**config.mk**
```make
export PLATFORM = sky130hd
export DESIGN_NAME = fft_frame_counter
export DESIGN_NICKNAME = d
export VERILOG_FILES = /design/src/rtl/fft_frame_counter.sv
export SDC_FILE = /design/constraint.sdc
export NUM_CORES = 1
export LEC_CHECK = 0
export BUFFER_PORTS_ARGS = -buffer_cell sky130_fd_sc_hd__buf_2
export CAP_MARGIN = 20
export CELL_PAD_IN_SITES_DETAIL_PLACEMENT = 1
export CELL_PAD_IN_SITES_GLOBAL_PLACEMENT = 1
export CORE_MARGIN = 4
export CORE_UTILIZATION = 41
export CTS_CLUSTER_DIAMETER = 200
export DETAILED_ROUTE_END_ITERATION = 6
export GPL_ROUTABILITY_DRIVEN = 0
export PLACE_DENSITY = 0.88
export SYNTH_ARGS = -nofsm -noshare
export SYNTH_HDL_FRONTEND = slang
export SYNTH_SLANG_ARGS = --single-unit
```
**constraint.sdc**
```tcl
create_clock -name i_clk -period 4.66 [get_ports i_clk]
set_input_delay 0.233 -clock i_clk [delete_from_list [all_inputs] [get_ports i_clk]]
set_output_delay 0.233 -clock i_clk [all_outputs]
set_load 0.01 [all_outputs]
```
**src/rtl/fft_frame_counter.sv**
```systemverilog
// fft_frame_counter: in-frame sample counter and frame index tracker for FFT streaming, state updates on the falling clock edge
// Ports: i_clk (falling-edge clock), i_rst_n (async active-low reset), i_valid (arm request),
//        i_oneshot (single frame mode, latched on arm), i_stop (disarm), i_sync (frame realign),
//        o_fft_cnt (sample position), o_frame_idx (frames completed), o_busy (running),
//        o_frame_start / o_frame_end (frame boundary strobes), o_sync_err (sticky misaligned sync).
// Optional feature: define FFT_CNT_SYNC_CHECK_EN to add o_sync_err and its checking logic.
module fft_frame_counter #(
  parameter int CNT_W   = 10,
  parameter int FFT_LEN = 1024,
  parameter int FRM_W   = 8
) (
  input  logic             i_clk,
  input  logic             i_rst_n,
  input  logic             i_valid,
  input  logic             i_oneshot,
  input  logic             i_stop,
  input  logic             i_sync,
  output logic [CNT_W-1:0] o_fft_cnt,
  output logic [FRM_W-1:0] o_frame_idx,
  output logic             o_busy,
  output logic             o_frame_start,
`ifdef FFT_CNT_SYNC_CHECK_EN
  output logic             o_sync_err,
`endif
  output logic             o_frame_end
);
  typedef enum logic {IDLE, RUN} state_t;
  state_t           r_state;
  logic [CNT_W-1:0] r_cnt;
  logic [FRM_W-1:0] r_idx;
  logic             r_busy;
  logic             r_oneshot;
  logic             w_last;
  assign w_last        = r_cnt == CNT_W'(FFT_LEN - 1);
  assign o_fft_cnt     = r_cnt;
  assign o_frame_idx   = r_idx;
  assign o_busy        = r_busy;
  assign o_frame_start = r_busy && r_cnt == '0;
  assign o_frame_end   = r_busy && w_last;
  always_ff @(negedge i_clk or negedge i_rst_n) begin
    if (!i_rst_n) begin
      r_state   <= IDLE;
      r_cnt     <= '0;
      r_idx     <= '0;
      r_busy    <= 1'b0;
      r_oneshot <= 1'b0;
    end else if (r_state == IDLE) begin
      if (i_valid) begin
        r_state   <= RUN;
        r_cnt     <= '0;
        r_idx     <= '0;
        r_busy    <= 1'b1;
        r_oneshot <= i_oneshot;
      end
    end else if (i_stop) begin
      r_state <= IDLE;
      r_cnt   <= '0;
      r_busy  <= 1'b0;
    end else begin
      // sync and the natural wrap both restart the frame; a frame only completes when the last sample was reached
      r_cnt <= (i_sync || w_last) ? '0 : r_cnt + CNT_W'(1);
      r_idx <= r_idx + FRM_W'(w_last);
      if (w_last && r_oneshot) begin
        r_state <= IDLE;
        r_busy  <= 1'b0;
      end
    end
  end
`ifdef FFT_CNT_SYNC_CHECK_EN
  logic r_sync_err;
  assign o_sync_err = r_sync_err;
  always_ff @(negedge i_clk or negedge i_rst_n) begin
    if (!i_rst_n)
      r_sync_err <= 1'b0;
    else if (r_state == IDLE)
      r_sync_err <= i_valid ? 1'b0 : r_sync_err;
    else if (!i_stop && i_sync && r_cnt != '0 && !w_last)
      r_sync_err <= 1'b1;
  end
`endif
endmodule
```
==> run_results.csv, run 1 <==
group,metric,value,unit
floorplan,ios,27,
min_path,hp-class,"reg2reg",
logic_synthesis,synth_area,0.00112,sq mm
sta,max_slew.worst_pin.slew,0.476,ns
finish,final_cells,165,
flow_run,maxCapViolCount,0,
placed_design,pre_cts_ws,0.569,ns
cts,htreeDepth,1,
floorplan,fp.dieW,60.3,um
floorplan,initial_core_util,0.441,
finish,n_antenna_cell,0,
status,status,"finished clean",
cts,cts_root_buf,"clkbuf_4",
power_and_ir_drop,total_power,0.325,mW
drt,drt-initial-drc-count,33,
power_and_ir_drop,p_leak,0.663,nW
setup_path,critPathKind,"reg2out",
finish,final_nets,145,
floorplan,core,0.00254,sq mm
setup_path,critPathLaunchType,"flop",
placed_design,dp_hpwl,2190,um
power_and_ir_drop,power.density_cell_area,252,mW/mm^2
placed_design,placed_cells,161,
logic_synthesis,synth_nets,118,
sta,setup_tns,0,ns
floorplan,die_area,0.00363,sq mm
drt,routedWlPerCell,17.1,um
finish,layout-area-overhead-vs-synth,15.2,%
finish,layout_common_cells,"26 x buf_2, 21 x dfrtn_1, 9 x nor2_1, 9 x nand3_1, 9 x nand2_1",
cts,clk_latency,0.30,ns
finish,fin_util,0.507,
floorplan,die_h,60.3,um
power_and_ir_drop,clockPowerShare,0.272,
global_route,grt_max_degree,22,
cts,clockBufferDepth,2,
power_and_ir_drop,seqPwrFrac,0.607,
drt,vias_per_cell,5.77,
placed_design,io_buffers,26,
sta,setup_violations,0,
setup_path,arrival,4.17,ns
sta,setup_ws,0.252,ns
drt,drt_first_pass_iters,4,
cts,post_cts_buffers,0,
sta,skew,0.00719,ns
floorplan,rows,18,
finish,final_layout_size_suffix_gt1_frac,0.259,
logic_synthesis,synth-seq-cells,21,
power_and_ir_drop,p_comb_frac,0.120,
logic_synthesis,netlist_instances,109,
power_and_ir_drop,intPower,0.237,mW
global_route,grt_antenna_before_repair,0,
logic_synthesis,yosysSeqAreaShare,0.469,
sta,hold_violations,0,
drt,wirelength,2820,um
logic_synthesis,synth.avg_cell_area,10.3,sq um
sta,max_slew_margin,0.682,
finish,n_fill_cell,311,
power_and_ir_drop,power.share.switching,0.269,
drt,vias,952,
sta,slew_violations,0,
drt,ant_nets,0,
power_and_ir_drop,switchingPower,0.0876,mW
cts,holdBufCountCts,0,
drt,drc,0,
setup_path,cp_max_fo,7,
setup_path,end_kind,"primary output",
cts,numCtsBuffers,3,
power_and_ir_drop,vdd_drop_max,177,uV
finish,final_common_cell,"buf_2",
global_route,gr-total-overflow,0,
logic_synthesis,yosys_warnings,0,
global_route,grt_usage,0.179,
logic_synthesis,ys_types,36,
global_route,grt_pass1_wl,4800,um
cts,clkTransAtPathRegs,0.08,ns
sta,rsz0062_at_grt,"false",
setup_path,cp_data_required_time,4.43,ns
cts,clock_sinks,21,
global_route,grt_pass1_vias,996,
cts,cts_tree,"yes",
cts,cts-resized-gates,0,
==> state kept, by name, indices dropped and copies added (netlist names) <==
register	cells
r_state	1
o_frame_idx	8
r_oneshot	1
o_busy	1
o_fft_cnt	10
==> power groups by stage <==
stage	Sequential, mW	Clock, mW	Combinational (mW)
floorplan	0.200	0	0.0219
global placement	0.200	0	0.0385
detailed placement	0.200	0	0.0402
CTS	0.197	0.0925	0.0407
global route	0.198	0.101	0.0443
finish	0.197	0.0886	0.0391
==> through the flow <==
stage	hold slack (ns)	instance area [sq um]
after CTS	0.454	1290
final	0.443	1290
after floorplan	0.425	1120
after global placement	0.421	1260
after detailed placement	0.450	1260
after global routing	0.487	1290
==> final cells by class <==
| type | count | area [sq um] | share of cell area |
|---|---|---|---|
| tap | 30 | 37.5 | 0.0291 |
| clock buffer | 4 | 26.3 | 0.0203 |
| multi-input combinational | 82 | 564 | 0.437 |
| sequential | 21 | 526 | 0.407 |
| timing repair buffer | 26 | 130 | 0.101 |
| inverter | 2 | 7.51 | 0.00581 |
==> Yosys cell counts (all sizes together) <==
cell type / number / area [sq um]
dfrtn: 21 / 526
nor2: 10 / 40.0
nand2: 9 / 33.8
nand3: 9 / 45.0
o21ai: 8 / 40.0
xor2: 6 / 52.6
and3: 4 / 25.0
nand4: 4 / 46.3
and2: 3 / 21.3
and4: 3 / 28.8
buf: 3 / 20.0
ha: 3 / 37.5
nand2b: 3 / 18.8
inv: 2 / 7.51
mux2i: 2 / 20.0
nor2b: 2 / 12.5
nor4: 2 / 12.5
o211ai: 2 / 15.0
o31ai: 2 / 15.0
xnor2: 2 / 17.5
a211oi: 1 / 7.51
a21oi: 1 / 16.3
a32o: 1 / 10.0
and4b: 1 / 10.0
clkbuf: 1 / 3.75
mux2: 1 / 11.3
nand4b: 1 / 8.76
o2111a: 1 / 11.3
o21bai: 1 / 7.51
==> cells by family (layout without fill, tap and decap cells) <==
kind of cell    Yosys count  after routing  synth area share
compound gates           17             17             0.109
mux                       3              3            0.0279
xor+xnor                  8              8            0.0625
fa+ha+maj                 3              3            0.0335
flops                    21             21             0.469
simple gates             51             51             0.270
buf+inv                   6             32            0.0279
==> path summary, 6_finish.rpt <==
check                                 end  cells after the start  slack (ns)            from
min in group asynchronous  o_frame_idx[2]                      1        2.08         i_rst_n
max                           o_frame_end                      5        0.25    o_fft_cnt[1]
max in group asynchronous    o_fft_cnt[0]                      1        2.21         i_rst_n
min reg2reg                o_frame_idx[5]                      1        0.44  o_frame_idx[5]
min                        o_frame_idx[5]                      1        0.44  o_frame_idx[5]
max reg2reg                o_frame_idx[4]                      8        2.57    o_fft_cnt[1]
==> critical path: stages (launching register included) <==
cell,delay (ns)
dfrtn_1,0.49
ha_1,0.19
and3_1,0.35
and4_4,0.28
and2_1,0.11
buf_2,0.12
==> routing by layer <==
layer | vias up | part of all wire | global-route usage
met5 | - | 0 | 0
met4 | 0 | 0.022 | 0.0728
met3 | 6 | 0.066 | 0.0626
met2 | 30 | 0.52 | 0.318
met1 | 469 | 0.40 | 0.192
li1 | 447 | - | -
(Power assumes the default switching activity.)
==> inputs of run 2 (changes only) <==
--- a/config.mk
+++ b/config.mk
@@ -10,11 +10,12 @@
 export CELL_PAD_IN_SITES_DETAIL_PLACEMENT = 1
 export CELL_PAD_IN_SITES_GLOBAL_PLACEMENT = 1
 export CORE_MARGIN = 4
-export CORE_UTILIZATION = 41
-export CTS_CLUSTER_DIAMETER = 200
+export CORE_UTILIZATION = 36
+export CTS_CLUSTER_DIAMETER = 40
 export DETAILED_ROUTE_END_ITERATION = 6
 export GPL_ROUTABILITY_DRIVEN = 0
-export PLACE_DENSITY = 0.88
+export PLACE_DENSITY = 0.82
+export SETUP_SLACK_MARGIN = 0.2
 export SYNTH_ARGS = -nofsm -noshare
 export SYNTH_HDL_FRONTEND = slang
 export SYNTH_SLANG_ARGS = --single-unit
==> constraint.sdc (replaced) <==
create_clock -name i_clk -period 3.7 [get_ports i_clk]
set_input_delay 0.185 -clock i_clk [delete_from_list [all_inputs] [get_ports i_clk]]
set_output_delay 0.185 -clock i_clk [all_outputs]
set_load 0.01 [all_outputs]
==> run 2 against run 1 <==
Routed wire length is 6.3% higher. Combinational power rose by 45%. Final area grew 9.3%. Register-to-register slack lost 0.77 ns. Sequential cell count is the same. Clock power grew 25%. Utilization shrank 1.7 points. Die area rose by 12%. Critical path depth unchanged. Clock skew is 0.0013 ns lower. Via count rose by 2.8%. Critical path type unchanged. Largest cell class unchanged.
==> run_results.csv, run 2 (same netlist as run 1, synthesis figures left out) <==
group,metric,value,unit
drt,drc,0,
floorplan,fp.dieW,63.8,um
finish,final_common_cell,"buf_2",
cts,clkTransAtPathRegs,0.08,ns
finish,n_antenna_cell,0,
drt,drt-initial-drc-count,19,
sta,skew,0.00585,ns
power_and_ir_drop,seqPwrFrac,0.598,
finish,area.sequential,526,sq um
finish,layout_common_cells,"25 x buf_2, 21 x dfrtn_1, 10 x buf_4",
setup_path,critPathKind,"reg2out",
sta,rsz0062_at_grt,"true",
finish,largest_register_ffs,10,
setup_path,arrival,3.42,ns
cts,holdBufCountCts,0,
sta,setup_tns,0,ns
drt,ant_nets,0,
floorplan,core,0.00288,sq mm
floorplan,initial_core_util,0.390,
setup_path,timing.rr.start,"o_fft_cnt[1]",
min_path,min_from,"o_frame_idx[5]",
sta,max_slew_margin,0.650,
drt,routedWlPerCell,16.0,um
floorplan,ios,27,
power_and_ir_drop,clockPowerShare,0.267,
finish,final_layout_size_suffix_gt1_frac,0.352,
drt,routed-wl-met3,138,um
sta,slew_violations,0,
sta,hold_violations,0,
status,status,"finished clean",
cts,htreeDepth,1,
finish,layout-area-overhead-vs-synth,25.9,%
cts,cts_root_buf,"clkbuf_4",
cts,cts_tree,"yes",
finish,n_fill_cell,329,
cts,clk_latency,0.30,ns
cts,clockBufferDepth,2,
drt,wirelength,3000,um
setup_path,cp_data_required_time,3.51,ns
drt,met1_length,1300,um
floorplan,die_h,63.8,um
global_route,grt_usage,0.155,
finish,multi_input_area,587,sq um
finish,final_nets,155,
setup_path,cp_max_fo,3,
drt,highest_layer,"met4",
global_route,gr-total-overflow,0,
global_route,grt_max_degree,22,
drt,dr_wl_met2,1550,um
placed_design,dp_hpwl,2190,um
sta,setup_violations,0,
drt,vias,979,
power_and_ir_drop,intPower,0.300,mW
cts,clock_sinks,21,
power_and_ir_drop,p_comb_frac,0.136,
global_route,grt_pass1_wl,5040,um
setup_path,end_kind,"primary output",
power_and_ir_drop,power.density_cell_area,295,mW/mm^2
cts,numCtsBuffers,3,
global_route,grt_antenna_before_repair,0,
power_and_ir_drop,power.share.switching,0.278,
power_and_ir_drop,switchingPower,0.116,mW
flow_run,maxCapViolCount,0,
drt,vias_per_cell,5.24,
setup_path,critPathLaunchType,"flop",
floorplan,rows,19,
power_and_ir_drop,vdd_drop_max,151,uV
power_and_ir_drop,p_leak,0.718,nW
global_route,grt_pass1_vias,1048,
setup_path,setup.worst_path.start,"o_fft_cnt[1]",
min_path,hp-class,"reg2reg",
floorplan,die_area,0.00407,sq mm
sta,max_slew.worst_pin.slew,0.523,ns
power_and_ir_drop,total_power,0.416,mW
drt,drt_first_pass_iters,4,
placed_design,io_buffers,26,
finish,fin_util,0.491,
run 2: worst max-delay path: stages, from the launching register on:
cell,delay (ns)
dfrtn_1,0.45
ha_2,0.18
and3_4,0.18
and4_4,0.23
and2_4,0.14
buf_6,0.09
run 2: cell type report:
type	count	area share
multi-input cells	82	0.416
clock buffers	3	0.0160
repair buffers	36	0.150
inverters	2	0.00532
flip-flops and latches	21	0.372
well taps	42	0.0372
clock inverters	1	0.00355
run 2: worst paths after layout:
path	end	slack, ns	depth (start not counted)
worst max register to register	o_frame_idx[6]	1.80	8
worst min register to register	o_frame_idx[5]	0.43	1
min in group asynchronous	o_frame_idx[5]	1.56	1
max in group asynchronous	o_fft_cnt[0]	1.77	1
worst max-delay path	o_frame_end	0.09	5
worst min-delay path	o_frame_idx[5]	0.43	1
run 2: power by group through the flow:
stage               Clock (mW)  Sequential, mW  Combinational (mW)
finish                   0.111           0.249              0.0565
global placement             0           0.252              0.0487
CTS                      0.119           0.248              0.0545
detailed placement           0           0.253              0.0506
global route             0.132           0.250              0.0629
floorplan                    0           0.251              0.0276
run 2: routing by layer:
metal	up-vias	track usage
met3	2	0.0385
met2	24	0.285
met4	0	0.0243
li1	467	-
met1	486	0.183
met5	-	0
run 2: metrics by stage:
stage	hold slack, ns	cell area, sq um	worst slack [ns]	std cells
final	0.426	1410	0.0921	187
after global placement	0.424	1290	0.389	175
after floorplan	0.425	1120	0.333	109
after detailed placement	0.429	1290	0.342	175
after global routing	0.455	1410	0.0268	187
after CTS	0.431	1350	0.0947	182
run 2: repair_timing:
action | CTS | global route
pin swaps | 0 | 1
resized for setup | 1 | 6
endpoints found under the setup margin | 1 | 2
setup buffers | 3 | 5
==> inputs of run 3 (changes only) <==
--- a/config.mk
+++ b/config.mk
@@ -9,12 +9,11 @@
 export CAP_MARGIN = 20
 export CELL_PAD_IN_SITES_DETAIL_PLACEMENT = 1
 export CELL_PAD_IN_SITES_GLOBAL_PLACEMENT = 1
-export CORE_MARGIN = 4
 export CORE_UTILIZATION = 36
 export CTS_CLUSTER_DIAMETER = 40
 export DETAILED_ROUTE_END_ITERATION = 6
 export GPL_ROUTABILITY_DRIVEN = 0
-export PLACE_DENSITY = 0.82
+export PLACE_DENSITY = 0.79
 export SETUP_SLACK_MARGIN = 0.2
 export SYNTH_ARGS = -nofsm -noshare
 export SYNTH_HDL_FRONTEND = slang
==> run 3 against run 2 <==
The run now ends with design-rule violations left. Critical path type unchanged. Via count is 1.2% higher. Largest power group unchanged. Final area is 0.35% lower. Routed wire length up 0.37%.
==> run_results.csv, run 3 (same netlist as run 1, synthesis figures left out) <==
group,metric,value,unit
placed_design,dp_hpwl,2030,um
floorplan,fp.dieW,57.8,um
setup_path,timing.rr.start,"o_fft_cnt[1]",
sta,max_slew_margin,0.671,
setup_path,path_delay_family,"simple AND/OR/NAND/NOR gates",
power_and_ir_drop,seqPwrFrac,0.583,
sta,slew_violations,0,
sta,setup_ws,0.0760,ns
setup_path,rr_endpoint,"o_frame_idx[4]",
setup_path,cp_data_required_time,3.51,ns
setup_path,reg2reg_depth,8,
finish,layout-area-overhead-vs-synth,25.4,%
placed_design,io_buffers,26,
sta,hold_violations,0,
setup_path,arrival,3.44,ns
drt,ant_nets,0,
drt,wirelength,3010,um
finish,final_common_cell,"buf_2",
finish,final_nets,156,
setup_path,critPathLaunchType,"flop",
min_path,min_delay_path_depth,1,
global_route,grt_pass1_wl,4890,um
cts,htreeDepth,1,
setup_path,critPathMaxStageDelay,0.45,ns
drt,drc,3,
floorplan,ios,27,
finish,largest_register_ffs,10,
cts,cts_tree,"yes",
cts,clkTransAtPathRegs,0.09,ns
sta,skew,0.0142,ns
power_and_ir_drop,p_comb_frac,0.144,
floorplan,die_h,57.8,um
sta,rsz0062_at_grt,"true",
min_path,hp-class,"reg2reg",
status,status,"complete, but fails checks",
global_route,grt_antenna_before_repair,0,
floorplan,die_area,0.00334,sq mm
placed_design,pre_cts_ws,0.354,ns
status,violations,"design-rule violations",
cts,clock_sinks,21,
setup_path,end_kind,"primary output",
setup_path,setup.worst_path.start,"o_fft_cnt[1]",
sta,setup_tns,0,ns
global_route,grt_max_degree,22,
drt,routedWlPerCell,17.0,um
drt,vias,991,
cts,numCtsBuffers,3,
finish,fin_area,0.00141,sq mm
power_and_ir_drop,power.share.switching,0.285,
power_and_ir_drop,vdd_drop_max,210,uV
drt,vias_per_cell,5.60,
cts,clk_latency,0.31,ns
setup_path,critPathKind,"reg2out",
finish,final_cells,177,
floorplan,core,0.00285,sq mm
floorplan,initial_core_util,0.393,
setup_path,cp.depth,5,
setup_path,crit_chain,"ha_2, and3_4, and4_4, and2_4, buf_6",
finish,layout_common_cells,"24 x buf_2, 21 x dfrtn_1",
power_and_ir_drop,switchingPower,0.122,mW
cts,cts_root_buf,"clkbuf_4",
global_route,grt_usage,0.191,
global_route,grt_pass1_vias,997,
placed_design,placed_cells,164,
placed_design,placed_area,0.00128,sq mm
floorplan,rows,19,
cts,clockBufferDepth,2,
drt,drt-initial-drc-count,41,
setup_path,critPathBufInv,1,
power_and_ir_drop,p_leak,0.726,nW
setup_path,worst_path_max_delay_cell,"dfrtn_1",
setup_path,cp_max_fo,3,
setup_path,r2r_setup_slack,1.80,ns
global_route,gr-total-overflow,0,
flow_run,maxCapViolCount,0,
sta,max_slew.worst_pin.slew,0.492,ns
power_and_ir_drop,power.density_cell_area,303,mW/mm^2
drt,drt_first_pass_iters,6,
power_and_ir_drop,intPower,0.305,mW
power_and_ir_drop,clockPowerShare,0.272,
finish,final_layout_size_suffix_gt1_frac,0.349,
finish,n_antenna_cell,0,
sta,setup_violations,0,
setup_path,crit_end,"o_frame_end",
[run 3: cell types whose count changed in the layout (fill, tap and decap cells not counted), sizes merged]
| cell | delta |
|---|---|
| buf | +1 |
[run 3: worst register-to-register path, delay by kind of cell, from the launching register on]
| kind | cells | cell delay, ns |
|---|---|---|
| DFF | 1 | 0.45 |
| and+or+nand+nor | 5 | 0.82 |
| adders and majority gates | 2 | 0.39 |
| AOI/OAI and AO/OA | 1 | 0.09 |
[run 3: how the worst min path moves through the flow]
stage                    from        endpoint  slack (ns)
5_1_grt             r_oneshot       r_oneshot        0.47
2_1_floorplan       r_oneshot       r_oneshot        0.42
3_5_place_dp   o_frame_idx[5]  o_frame_idx[5]        0.44
6_report       o_frame_idx[5]  o_frame_idx[5]        0.45
4_1_cts        o_frame_idx[5]  o_frame_idx[5]        0.44
3_3_place_gp   o_frame_idx[5]  o_frame_idx[5]        0.43
[run 3: power by group through the flow]
stage	Combinational (mW)	Clock [mW]	Sequential, mW
6_report	0.0616	0.116	0.249
3_3_place_gp	0.0493	0	0.253
3_5_place_dp	0.0501	0	0.253
4_1_cts	0.0545	0.116	0.248
5_1_grt	0.0678	0.126	0.250
2_1_floorplan	0.0276	0	0.251
[run 3: layout make-up]
cell class / count / area (sq um)
sequential: 21 / 526
tap: 31 / 38.8
inverter: 2 / 7.51
timing repair buffer: 37 / 233
clock buffer: 3 / 22.5
fill: 341 / 1450
multi-input combinational: 82 / 574
clock inverter: 1 / 5.00
[run 3: metal layers]
metal | share of wire | wire, um | vias to the layer above | global-route usage
li1 | - | - | 464 | -
met1 | 0.45 | 1340 | 498 | 0.238
met2 | 0.51 | 1530 | 27 | 0.343
met3 | 0.043 | 128 | 2 | 0.0491
met4 | 0.0037 | 11 | 0 | 0.0204
met5 | 0 | 0 | - | 0
[run 3: metrics by stage]
| stage | util | hold slack (ns) | power (mW) |
|---|---|---|---|
| 6_report | 0.493 | 0.447 | 0.426 |
| 5_1_grt | 0.493 | 0.475 | 0.443 |
| 4_1_cts | 0.467 | 0.440 | 0.419 |
| 3_5_place_dp | 0.449 | 0.437 | 0.304 |
| 3_3_place_gp | 0.449 | 0.426 | 0.302 |
| 2_1_floorplan | - | 0.425 | 0.279 |
[run 3: what timing repair did]
action                                  CTS  global route
resized for setup                         0             8
hold buffers                              0             0
pin swaps                                 0             1
endpoints found under the setup margin    1             2
buffers inserted                          3             6
